==> config.mk <==
export PLATFORM = sky130hd
export DESIGN_NAME = genesis_pad_reader
export DESIGN_NICKNAME = d
export VERILOG_FILES = /design/src/rtl/genesis_pad_reader.sv
export SDC_FILE = /design/constraint.sdc
export NUM_CORES = 1
export LEC_CHECK = 0
export CELL_PAD_IN_SITES_DETAIL_PLACEMENT = 0
export CELL_PAD_IN_SITES_GLOBAL_PLACEMENT = 1
export CORE_ASPECT_RATIO = 0.8
export CORE_MARGIN = 5
export CORE_UTILIZATION = 46
export DETAILED_ROUTE_END_ITERATION = 16
export PLACE_DENSITY_LB_ADDON = 0.1
export SYNTH_ARGS = -nofsm -noshare
export SYNTH_HDL_FRONTEND = slang
export SYNTH_SLANG_ARGS = --single-unit
==> constraint.sdc <==
create_clock -name clock -period 2.1 [get_ports clock]
set_clock_uncertainty 0.15 [all_clocks]
set_input_delay 0.42 -clock clock [delete_from_list [all_inputs] [get_ports clock]]
set_output_delay 0.42 -clock clock [all_outputs]
set_load 0.005 [all_outputs]
==> src/rtl/genesis_pad_reader.sv <==
// genesis_pad_reader: scans one 3-button Genesis-style joypad port.
// Toggles pad_sel once per scan period, samples the six multiplexed active-low
// pins through a 2-flop synchronizer and publishes an active-high button word,
// a pad-present flag and a one-cycle update strobe.
// Optional feature: define GENESIS_PAD_DEBOUNCE_EN to hold the outputs until the
// scanned word has been identical for Stable consecutive scans.
module genesis_pad_reader #(
    parameter int unsigned Clock  = 50000000,
    parameter int unsigned ScanHz = 1000,
    parameter int unsigned Settle = 8,
    parameter int unsigned Stable = 3
) (
    input  logic       clock,
    input  logic       reset,
    input  logic       pad_up,
    input  logic       pad_down,
    input  logic       pad_left,
    input  logic       pad_right,
    input  logic       pad_a_b,
    input  logic       pad_c_s,
    output logic       pad_sel,
    output logic [7:0] buttons,
    output logic       present,
    output logic       update
);

    localparam int unsigned Period = Clock / ScanHz;
    localparam int unsigned TickW  = $clog2(Period);
    localparam int unsigned SetW   = $clog2(Settle);
    localparam int unsigned PinW   = 6;

    // Pin positions inside the synchronized pin vector.
    localparam int unsigned PinUp    = 0;
    localparam int unsigned PinDown  = 1;
    localparam int unsigned PinLeft  = 2;
    localparam int unsigned PinRight = 3;
    localparam int unsigned PinAB    = 4;
    localparam int unsigned PinCS    = 5;

    // Reject parameter sets the scan sequence cannot honour.
    if (Period < 16 || Settle < 3 || Stable < 1) begin : g_param_check
        $error("genesis_pad_reader: need Clock/ScanHz >= 16, Settle >= 3, Stable >= 1");
    end

    typedef enum logic [1:0] {
        IDLE      = 2'd0,
        SETTLE_HI = 2'd1,
        DRIVE_LO  = 2'd2,
        PUBLISH   = 2'd3
    } state_t;

    state_t             state;
    state_t             next_state;
    logic [TickW-1:0]   tick_cnt;
    logic               tick_c;
    logic [SetW-1:0]    settle_cnt;
    logic               settle_done_c;
    logic [PinW-1:0]    pins_raw;
    logic [PinW-1:0]    sync_1;
    logic [PinW-1:0]    sync_2;
    logic [PinW-1:0]    hi;
    logic               sel_next_c;
    logic               publish_c;
    logic               cand_present_c;
    logic [7:0]         cand_buttons_c;
    logic               take_c;

    assign pins_raw = {pad_c_s, pad_a_b, pad_right, pad_left, pad_down, pad_up};

    // Two-flop synchronizer; idles high like an unplugged, pulled-up port.
    always_ff @(posedge clock or negedge reset) begin
        if (!reset) begin
            sync_1 <= '1;
            sync_2 <= '1;
        end else begin
            sync_1 <= pins_raw;
            sync_2 <= sync_1;
        end
    end

    // Free-running scan period counter, 0..Period-1.
    always_ff @(posedge clock or negedge reset) begin
        if (!reset) begin
            tick_cnt <= '0;
        end else if (tick_c) begin
            tick_cnt <= '0;
        end else begin
            tick_cnt <= tick_cnt + TickW'(1);
        end
    end

    assign tick_c        = (tick_cnt == TickW'(Period - 1));
    assign settle_done_c = (settle_cnt == SetW'(Settle - 1));

    // FSM state register.
    always_ff @(posedge clock or negedge reset) begin
        if (!reset) begin
            state <= IDLE;
        end else begin
            state <= next_state;
        end
    end

    // FSM next-state logic; ticks outside IDLE are dropped.
    always_comb begin
        next_state = state;
        case (state)
            IDLE:      if (tick_c) next_state = SETTLE_HI;
            SETTLE_HI: if (settle_done_c) next_state = DRIVE_LO;
            DRIVE_LO:  if (settle_done_c) next_state = PUBLISH;
            PUBLISH:   next_state = IDLE;
            default:   next_state = IDLE;
        endcase
    end

    // FSM output decode; pad_sel is low exactly while in DRIVE_LO.
    always_comb begin
        sel_next_c = 1'b1;
        publish_c  = 1'b0;
        if (next_state == DRIVE_LO) begin
            sel_next_c = 1'b0;
        end
        if (state == PUBLISH) begin
            publish_c = 1'b1;
        end
    end

    // Settle counter, cleared on every state change.
    always_ff @(posedge clock or negedge reset) begin
        if (!reset) begin
            settle_cnt <= '0;
        end else if (state != next_state) begin
            settle_cnt <= '0;
        end else if (state == SETTLE_HI || state == DRIVE_LO) begin
            settle_cnt <= settle_cnt + SetW'(1);
        end
    end

    // Latch the sel=1 half of the pad at the end of SETTLE_HI.
    always_ff @(posedge clock or negedge reset) begin
        if (!reset) begin
            hi <= '1;
        end else if (state == SETTLE_HI && settle_done_c) begin
            hi <= sync_2;
        end
    end

    // Candidate word. The sel=0 half is taken straight from the synchronizer in
    // PUBLISH: the synchronizer still lags the sel rise there, and the extra
    // cycle keeps a late pad response sampled correctly even at Settle=3.
    always_comb begin
        cand_present_c = ~sync_2[PinLeft] & ~sync_2[PinRight];
        cand_buttons_c = 8'h00;
        if (cand_present_c) begin
            cand_buttons_c = ~{sync_2[PinCS], sync_2[PinAB],
                               hi[PinCS], hi[PinAB], hi[PinRight],
                               hi[PinLeft], hi[PinDown], hi[PinUp]};
        end
    end

`ifdef GENESIS_PAD_DEBOUNCE_EN
    localparam int unsigned CntW = $clog2(Stable + 1);

    logic [8:0]      prev_cand;
    logic [CntW-1:0] match_cnt;
    logic [CntW-1:0] match_next_c;

    // Consecutive-match count including this scan, saturating at Stable.
    always_comb begin
        match_next_c = CntW'(1);
        if ({cand_present_c, cand_buttons_c} == prev_cand) begin
            match_next_c = (match_cnt == CntW'(Stable)) ? match_cnt
                                                        : match_cnt + CntW'(1);
        end
    end

    assign take_c = (match_next_c >= CntW'(Stable));

    // Remember the last candidate and its run length.
    always_ff @(posedge clock or negedge reset) begin
        if (!reset) begin
            prev_cand <= '0;
            match_cnt <= '0;
        end else if (publish_c) begin
            prev_cand <= {cand_present_c, cand_buttons_c};
            match_cnt <= match_next_c;
        end
    end
`else
    assign take_c = 1'b1;
`endif

    // Registered outputs; buttons/present move only alongside update.
    always_ff @(posedge clock or negedge reset) begin
        if (!reset) begin
            pad_sel <= 1'b1;
            buttons <= 8'h00;
            present <= 1'b0;
            update  <= 1'b0;
        end else begin
            pad_sel <= sel_next_c;
            update  <= publish_c;
            if (publish_c && take_c) begin
                buttons <= cand_buttons_c;
                present <= cand_present_c;
            end
        end
    end

endmodule

Word-level counts from Yosys, hierarchy flattened
Index checks and enable logic that the tools add are counted.

word-level totals
  flip-flop bits (word level) = 50
  input port bits = 8

operators by class
  equal/unequal tests = 7
  reduce and logical (&&, ||, !) cells = 4
  muxes and demuxes = 10
  add/subtract/negate cells = 2
  bitwise gates (word level) = 4

operators with widths
  operator                                                                number
  16-bit by 1-bit adder with 16-bit output (second input constant)        1
  16-bit equality test (second input constant)                            1
  16-bit two-way mux                                                      1
  8-bit two-way mux                                                       1
  8-bit inverter                                                          1
  2-bit one-hot mux with 4 select lines                                   1
  2-bit equality test (second input constant)                             3
  2-bit two-way mux                                                       3
  3-bit two-way mux                                                       2
  3-bit by 1-bit adder with 3-bit output (second input constant)          1
  3-bit equality test (second input constant)                             1
  2-bit by 1-bit equality test with 1-bit output (second input constant)  1
  2-bit zero test                                                         1
  1-bit two-way mux                                                       2
  2-bit inequality test                                                   1
  1-bit inverter                                                          2
  2-bit nonzero test                                                      1
  1-bit bitwise AND                                                       1
  1-bit logical AND                                                       1
  1-bit logical OR                                                        1

Logic depth before layout (Yosys ltp)
Gate-level depths: netlist of the first run.

  word-level depth = 5
  mapped depth = 6
  mapped depth without buffers = 6

Worst setup path after synthesis of the first run
No wires, ideal clock.

  path kind = reg2reg
  start = register state[1]
  end = register settle_cnt[0]
  period minus slack after synthesis = 1.758 ns
  setup slack = 0.342 ns
  library setup time = 0.129 ns
  stages on the path, launching flop included = 6
  data arrival time = 1.479 ns
  required time = 1.821 ns
  cells stage by stage = dfrtp_1 inv_1 ha_1 or4_1 o2111ai_1 nor2_1

between the ends
  longest elaborated chain between the ends = 4
  elaborated cells on any way between the ends = 12

ends and longest elaborated chain
  what                                                            line  text
  start: declaration                                              52    state_t state;
  start signal: assignment                                        100   state <= next_state;
  2-bit equality test, or another cell as far along               107   case (state)
  2-bit one-hot mux with 4 select lines                           107
  2-bit inequality test                                           132   end else if (state != next_state) begin
  3-bit two-way mux / 2-bit nonzero test (equally long branches)  n/a
  end signal: assignment                                          135   settle_cnt <= settle_cnt + SetW'(1);
  end: declaration                                                56    logic [SetW-1:0] settle_cnt;

Several ways; a longest one is shown, not always the timed one.
A chain may end at the register's enable or synchronous reset.

Final worst setup path of the first run
  start = register state[1]
  end = register settle_cnt[2]

The elaborated chain is that of the path after synthesis.

==> flow_metrics.tcl, run 1 <==
set metrics [dict create \
    run_status "finished clean" \
    mostFrequentLayoutCells "sky130_fd_sc_hd__dfrtp_1 (31), sky130_fd_sc_hd__dfstp_2 (19), sky130_fd_sc_hd__clkdlybuf4s50_1 (17)" \
    timing.final.max_slew_violations 0 \
    place_ws_ns 0.1712 \
    cap_viol_max_count 0 \
    clock_path_buffers 2 \
    startpoint_type "register" \
    cp_max_fo 10 \
    timing.critical_path.arrival_ns 1.98 \
    ys_seq_area_share_pct 59.87 \
    synth.ff_latch_count 50 \
    power.static_leakage_nw 1.104 \
    final_common_cell "sky130_fd_sc_hd__dfrtp_1" \
    synth_area_um2 2130 \
    post-cts-setup-buffers 0 \
    routabilityCongestion 0.8605 \
    cts_sinks 50 \
    place_area_um2 2415 \
    layout_cells_sized_above_1_pct 24.87 \
    yosysWarnings 0 \
    postSynth.topFlopCell "sky130_fd_sc_hd__dfrtp_1" \
    ir_drop_mv 0.3153 \
    cts_buffers 5 \
    post_dr_vias_cell 4.969 \
    hold_buffers 1 \
    floorplan.initialDensity_pct 46.89 \
    final.min_clock_period_ns 1.950 \
    antenna_left 0 \
    r2r.worst_path.cells 6 \
    core_region_area_um2 4542 \
    timing.critical_path.cells "inv_1 -> ha_1 -> nor2b_1 -> or4_1 -> o2111ai_1 -> nor2_1" \
    grt_setup_unrepaired "false" \
    asyncSetResetFlopFracSynth_pct 100.0 \
    number_of_enable_type_register_cells_in_the_synthesized_netlist 0 \
    grt_max_degree 29 \
    cts.repair.resized 0 \
    timing.hold.worst.class "reg -> reg" \
    number_of_antenna_violations_at_the_first_check_in_global_routing 0 \
    cts.htree.levels 2 \
    endpoint_kind "register" \
    fmax_ghz 0.5129 \
    numPortBuffers 18 \
    clk_root_buffer_cell "sky130_fd_sc_hd__clkbuf_8" \
    postSynthCellCount 167 \
    worst_slew_pin_slew_ns 0.5417 \
    chipWidth_um 86.07 \
    crit-reg2reg-launch "state[1]" \
    dr.pass1.iters 4 \
    fp.dieArea_um2 6098 \
    cts.reportedPaths.clkPinSlew_ns 0.10 \
    fp-row-count 22 \
    die_height_um 70.86 \
    power_density_nw_per_um2 628.2 \
    final.period_utilization_pct 92.84 \
    num-nets-final 212 \
    maxSlewHeadroom_pct 63.89 \
    worst_hold_path.num_cells 0 \
    hold-path-endpoint "sync_2[4]" \
    report.final.setup_viol 0 \
    wirelength_um 3601 \
    standard_cell_with_the_maximum_stage_delay_on_the_critical_path "sky130_fd_sc_hd__dfrtp_1" \
    finalSetupTns_ns 0 \
    routed-via-count 1277 \
    timing.hold.ws_ns 0.2104 \
    holdCritStartpoint "sync_1[4]" \
    crit_type "reg -> reg" \
    cp.required_ns 2.13 \
    detail_route.iter0.violations 35 \
    report.final.hold_viol_count 0 \
    setup.reg_to_reg.worst_slack_ns 0.15 \
    clkLatencyLatePin_ns 0.30 \
    critPathMaxStageDelay_ns 0.51 \
    syn_to_final_growth_pct 18.27 \
    drt-wirelength-per-cell_um 14.01 \
    grt_first_pass_wirelength_um 6430 \
    first_global_vias 1372 \
    setup_slack_ns 0.1503 \
    post_synthesis_cell_type_count 38 \
    boundaryPins 19 \
    drc_errors 0 \
    syn-num-nets 183 \
    antenna_cells 0 \
    grtUsageTotal_pct 13.29 \
    syn_avg_cell_area_um2 12.75 \
    crit-reg2reg-capture "settle_cnt[2]" \
    dpl.hpwl_um 2736 \
    overflow 0 \
    post-route-cell-area_um2 2519 \
    fillerInstances 390 \
    tritoncts "yes" \
    post-route-util_pct 55.45 \
]
where the power goes:
part           leakage (nW)  internal (mW)  switching, mW
sequential            0.617          0.984        0.00409
combinational         0.442         0.0157         0.0205
clock                0.0447          0.241          0.318
per-layer routing:
metal | part of all wire, % | track usage (%) | routed length, µm | vias to the layer above
li1 | - | - | - | 631
met1 | 45 | 16.44 | 1627 | 632
met2 | 52 | 23.01 | 1860 | 14
met3 | 3.1 | 3.492 | 113 | 0
met4 | 0 | 3.515 | 0 | 0
met5 | 0 | 0 | 0 | -
flip-flops by register name (all words and copies together) (netlist names):
register    count
settle_cnt      3
sync_1          6
state           2
present         1
pad_sel         1
tick_cnt       16
buttons         8
hi              6
sync_2          6
update          1
final cells by class:
class                   instances  area [µm²]  share of cell area, %
multi-input cells             101       787.0                  31.25
repair buffers                 24       235.2                  9.339
well taps                      60       75.07                  2.981
flip-flops and latches         50        1275                  50.62
clock buffers                   5       68.82                  2.732
inverters                      14       52.55                  2.086
clock inverters                 3       25.02                 0.9935
worst max path at each step:
stage                     slack, ns  cells past startpoint     start            end
after CTS                      0.15                      6  state[1]  settle_cnt[2]
after global placement         0.28                      6  state[1]  settle_cnt[2]
final                          0.15                      6  state[1]  settle_cnt[2]
after detailed placement       0.17                      6  state[1]  settle_cnt[2]
after floorplan                0.34                      5  state[1]  settle_cnt[0]
after global routing           0.03                      6  state[1]  settle_cnt[2]
synth_stat cells (2+ instances only):
cell type | instances | area share, %
sky130_fd_sc_hd__and3_1 | 2 | 0.59
sky130_fd_sc_hd__dfrtp_1 | 31 | 36
sky130_fd_sc_hd__dfstp_2 | 19 | 23
sky130_fd_sc_hd__ha_1 | 8 | 4.7
sky130_fd_sc_hd__inv_1 | 14 | 2.5
sky130_fd_sc_hd__mux2_2 | 6 | 3.2
sky130_fd_sc_hd__mux2i_1 | 2 | 0.94
sky130_fd_sc_hd__nand2_1 | 4 | 0.70
sky130_fd_sc_hd__nand3_1 | 5 | 1.2
sky130_fd_sc_hd__nand4_1 | 4 | 1.2
sky130_fd_sc_hd__nor2_1 | 16 | 2.8
sky130_fd_sc_hd__nor2b_1 | 5 | 1.5
sky130_fd_sc_hd__nor3_1 | 3 | 0.70
sky130_fd_sc_hd__o21ai_0 | 4 | 0.94
sky130_fd_sc_hd__o22ai_1 | 8 | 2.4
sky130_fd_sc_hd__xnor2_1 | 11 | 4.5
sky130_fd_sc_hd__xor2_1 | 4 | 1.6
per-stage QoR:
step / power (mW) / instances
final: 1.582 / 257
after floorplan: 1.005 / 167
after global routing: 1.662 / 257
after detailed placement: 1.042 / 248
after CTS: 1.616 / 257
after global placement: 1.040 / 248
worst max-delay path: cells and delay by family, from the launching register on:
kind / cells / cell delay [ns]
buffers and inverters: 1 / 0.11
flip-flops: 1 / 0.51
adder cells (fa/ha/maj): 1 / 0.25
AND/OR/NAND/NOR: 3 / 0.66
AO/OA/AOI/OAI: 1 / 0.14
cell families (layout without fill, tap and decap cells):
group / after synthesis / count (layout) / synth area share, %
compound gates: 18 / 18 / 6.170
xor+xnor: 15 / 15 / 6.169
fa+ha+maj: 8 / 8 / 4.701
buf+inv: 16 / 46 / 3.173
flops: 50 / 50 / 59.87
mux: 8 / 8 / 4.113
simple gates: 52 / 52 / 15.80
(Power assumes the default switching activity.)
==> inputs of run 2 (changes only) <==
--- a/config.mk
+++ b/config.mk
@@ -7,10 +7,11 @@
 export LEC_CHECK = 0
 export CELL_PAD_IN_SITES_DETAIL_PLACEMENT = 0
 export CELL_PAD_IN_SITES_GLOBAL_PLACEMENT = 1
-export CORE_ASPECT_RATIO = 0.8
-export CORE_MARGIN = 5
+export CORE_ASPECT_RATIO = 0.6
+export CORE_MARGIN = 8
 export CORE_UTILIZATION = 46
 export DETAILED_ROUTE_END_ITERATION = 16
+export GPL_ROUTABILITY_DRIVEN = 1
 export PLACE_DENSITY_LB_ADDON = 0.1
 export SYNTH_ARGS = -nofsm -noshare
 export SYNTH_HDL_FRONTEND = slang
==> flow_metrics.tcl, run 2 (synthesis gave the netlist of run 1 again) <==
set metrics [dict create \
    post_dr_vias_cell 4.981 \
    dr.pass1.iters 4 \
    sequential_cell_area_um2 1275 \
    largest_register_ffs 16 \
    clk_root_buffer_cell "sky130_fd_sc_hd__clkbuf_8" \
    cts.reportedPaths.clkPinSlew_ns 0.09 \
    num-nets-final 212 \
    cts.repair.resized 0 \
    routed-via-count 1295 \
    ir_drop_mv 0.3623 \
    largest_registers_in_the_final_layout "tick_cnt: 16 flops, buttons: 8 flops" \
    clkLatencyLatePin_ns 0.29 \
    overflow 0 \
    worst_slew_pin_slew_ns 0.4342 \
    first_global_vias 1269 \
    antenna_cells 0 \
    grt_first_pass_wirelength_um 6555 \
    run_status "finished clean" \
    chipWidth_um 103.8 \
    grt_max_degree 38 \
    mostFrequentLayoutCells "sky130_fd_sc_hd__dfrtp_1 (31), sky130_fd_sc_hd__dfstp_2 (19), sky130_fd_sc_hd__clkdlybuf4s50_1 (17)" \
    regMostFlops "tick_cnt" \
    tritoncts "yes" \
    timing.final.max_slew_violations 0 \
    syn_to_final_growth_pct 18.33 \
    timing.hold.worst.class "reg -> reg" \
    number_of_antenna_violations_at_the_first_check_in_global_routing 0 \
    power_density_nw_per_um2 629.2 \
    fmax_ghz 0.5184 \
    cap_viol_max_count 0 \
    multiInputGateArea_um2 787.0 \
    grtUsageTotal_pct 11.72 \
    crit_type "reg -> reg" \
    grt_setup_unrepaired "false" \
    layout_cells_sized_above_1_pct 24.37 \
    floorplan.initialDensity_pct 47.15 \
    timing.critical_path.arrival_ns 1.96 \
    finalSetupTns_ns 0 \
    fp-row-count 19 \
    cts.htree.levels 2 \
    drc_errors 0 \
    detail_route.iter0.violations 97 \
    report.final.hold_viol_count 0 \
    final_common_cell "sky130_fd_sc_hd__dfrtp_1" \
    report.final.setup_viol 0 \
    dpl.hpwl_um 2827 \
    maxSlewHeadroom_pct 70.83 \
    cts_buffers 5 \
    numPortBuffers 18 \
    endpoint_kind "register" \
    final.min_clock_period_ns 1.929 \
    post-route-util_pct 55.79 \
    drt-wirelength-per-cell_um 14.50 \
    die_height_um 68.71 \
    fp.dieArea_um2 7134 \
    antenna_left 0 \
    routabilityCongestion 0.7989 \
    fillerInstances 388 \
    cp_max_fo 10 \
    wirelength_um 3769 \
    cp.required_ns 2.13 \
    clock_path_buffers 2 \
    final.period_utilization_pct 91.86 \
    core_region_area_um2 4517 \
    startpoint_type "register" \
    cts_sinks 50 \
    boundaryPins 19 \
    power.static_leakage_nw 1.107 \
]
-- run 2: changes by cell type in the layout (fill, tap and decap cells not counted), sizes merged --
cell / before / now
clkbuf: 5 / 7
clkinvlp: 1 / 0
inv: 15 / 14
-- run 2: report_power, final --
group | leakage [nW] | internal, mW | total [mW] | switching, mW
Sequential | 0.617 | 0.984 | 0.988 | 0.00462
Combinational | 0.442 | 0.0158 | 0.0357 | 0.0199
Clock | 0.0482 | 0.266 | 0.562 | 0.295
Total | 1.11 | 1.27 | 1.59 | 0.320
-- run 2: metal layers --
metal	up-vias	global-route usage (%)	routed length (µm)
li1	631	-	-
met1	628	17.20	2014
met2	31	15.58	1467
met3	5	4.082	253
met4	0	3.757	32
met5	-	0	0
-- run 2: path summary, 6_finish.rpt --
path                                 from            end  slack [ns]  depth (start not counted)
worst max-delay path             state[1]  settle_cnt[1]        0.17                          6
worst max register to register   state[1]  settle_cnt[1]        0.17                          6
worst min register to register  sync_1[0]      sync_2[0]        0.21                          0
max in group asynchronous           reset      sync_2[4]        0.84                          3
min in group asynchronous           reset       state[1]        0.40                          2
worst min-delay path            sync_1[0]      sync_2[0]        0.21                          0
-- run 2: stage by stage --
step	cell area, µm²	total power, mW	hold slack [ns]	instances	setup slack (ns)
after floorplan	2130	1.005	-0.02559	167	0.3415
after global placement	2419	1.041	0.1920	251	0.2853
after detailed placement	2419	1.043	0.1940	251	0.1953
after CTS	2520	1.607	0.2105	260	0.1850
after global routing	2520	1.660	0.2147	260	0.02054
final	2520	1.586	0.2098	260	0.1709
-- run 2: layout make-up --
class	count	area share (%)
Inverter	14	2.085
Multi-Input combinational cell	101	31.23
Clock buffer	7	3.426
Sequential cell	50	50.60
Clock inverter	1	0.1986
Tap cell	63	3.128
Timing Repair Buffer	24	9.335
-- run 2: worst max-delay path: stages (launching register included) --
cell and delay (ns):
sky130_fd_sc_hd__dfrtp_1 0.51, sky130_fd_sc_hd__inv_1 0.11, sky130_fd_sc_hd__ha_1 0.25, sky130_fd_sc_hd__nor2b_1 0.16, sky130_fd_sc_hd__or4_1 0.40, sky130_fd_sc_hd__o2111ai_1 0.14
sky130_fd_sc_hd__nor2_1 0.09
-- run 2: what timing repair did --
item,CTS,global route
hold buffers,1,0
setup buffers,0,0
endpoints found under the hold margin,10,0
setup endpoints to repair,0,0
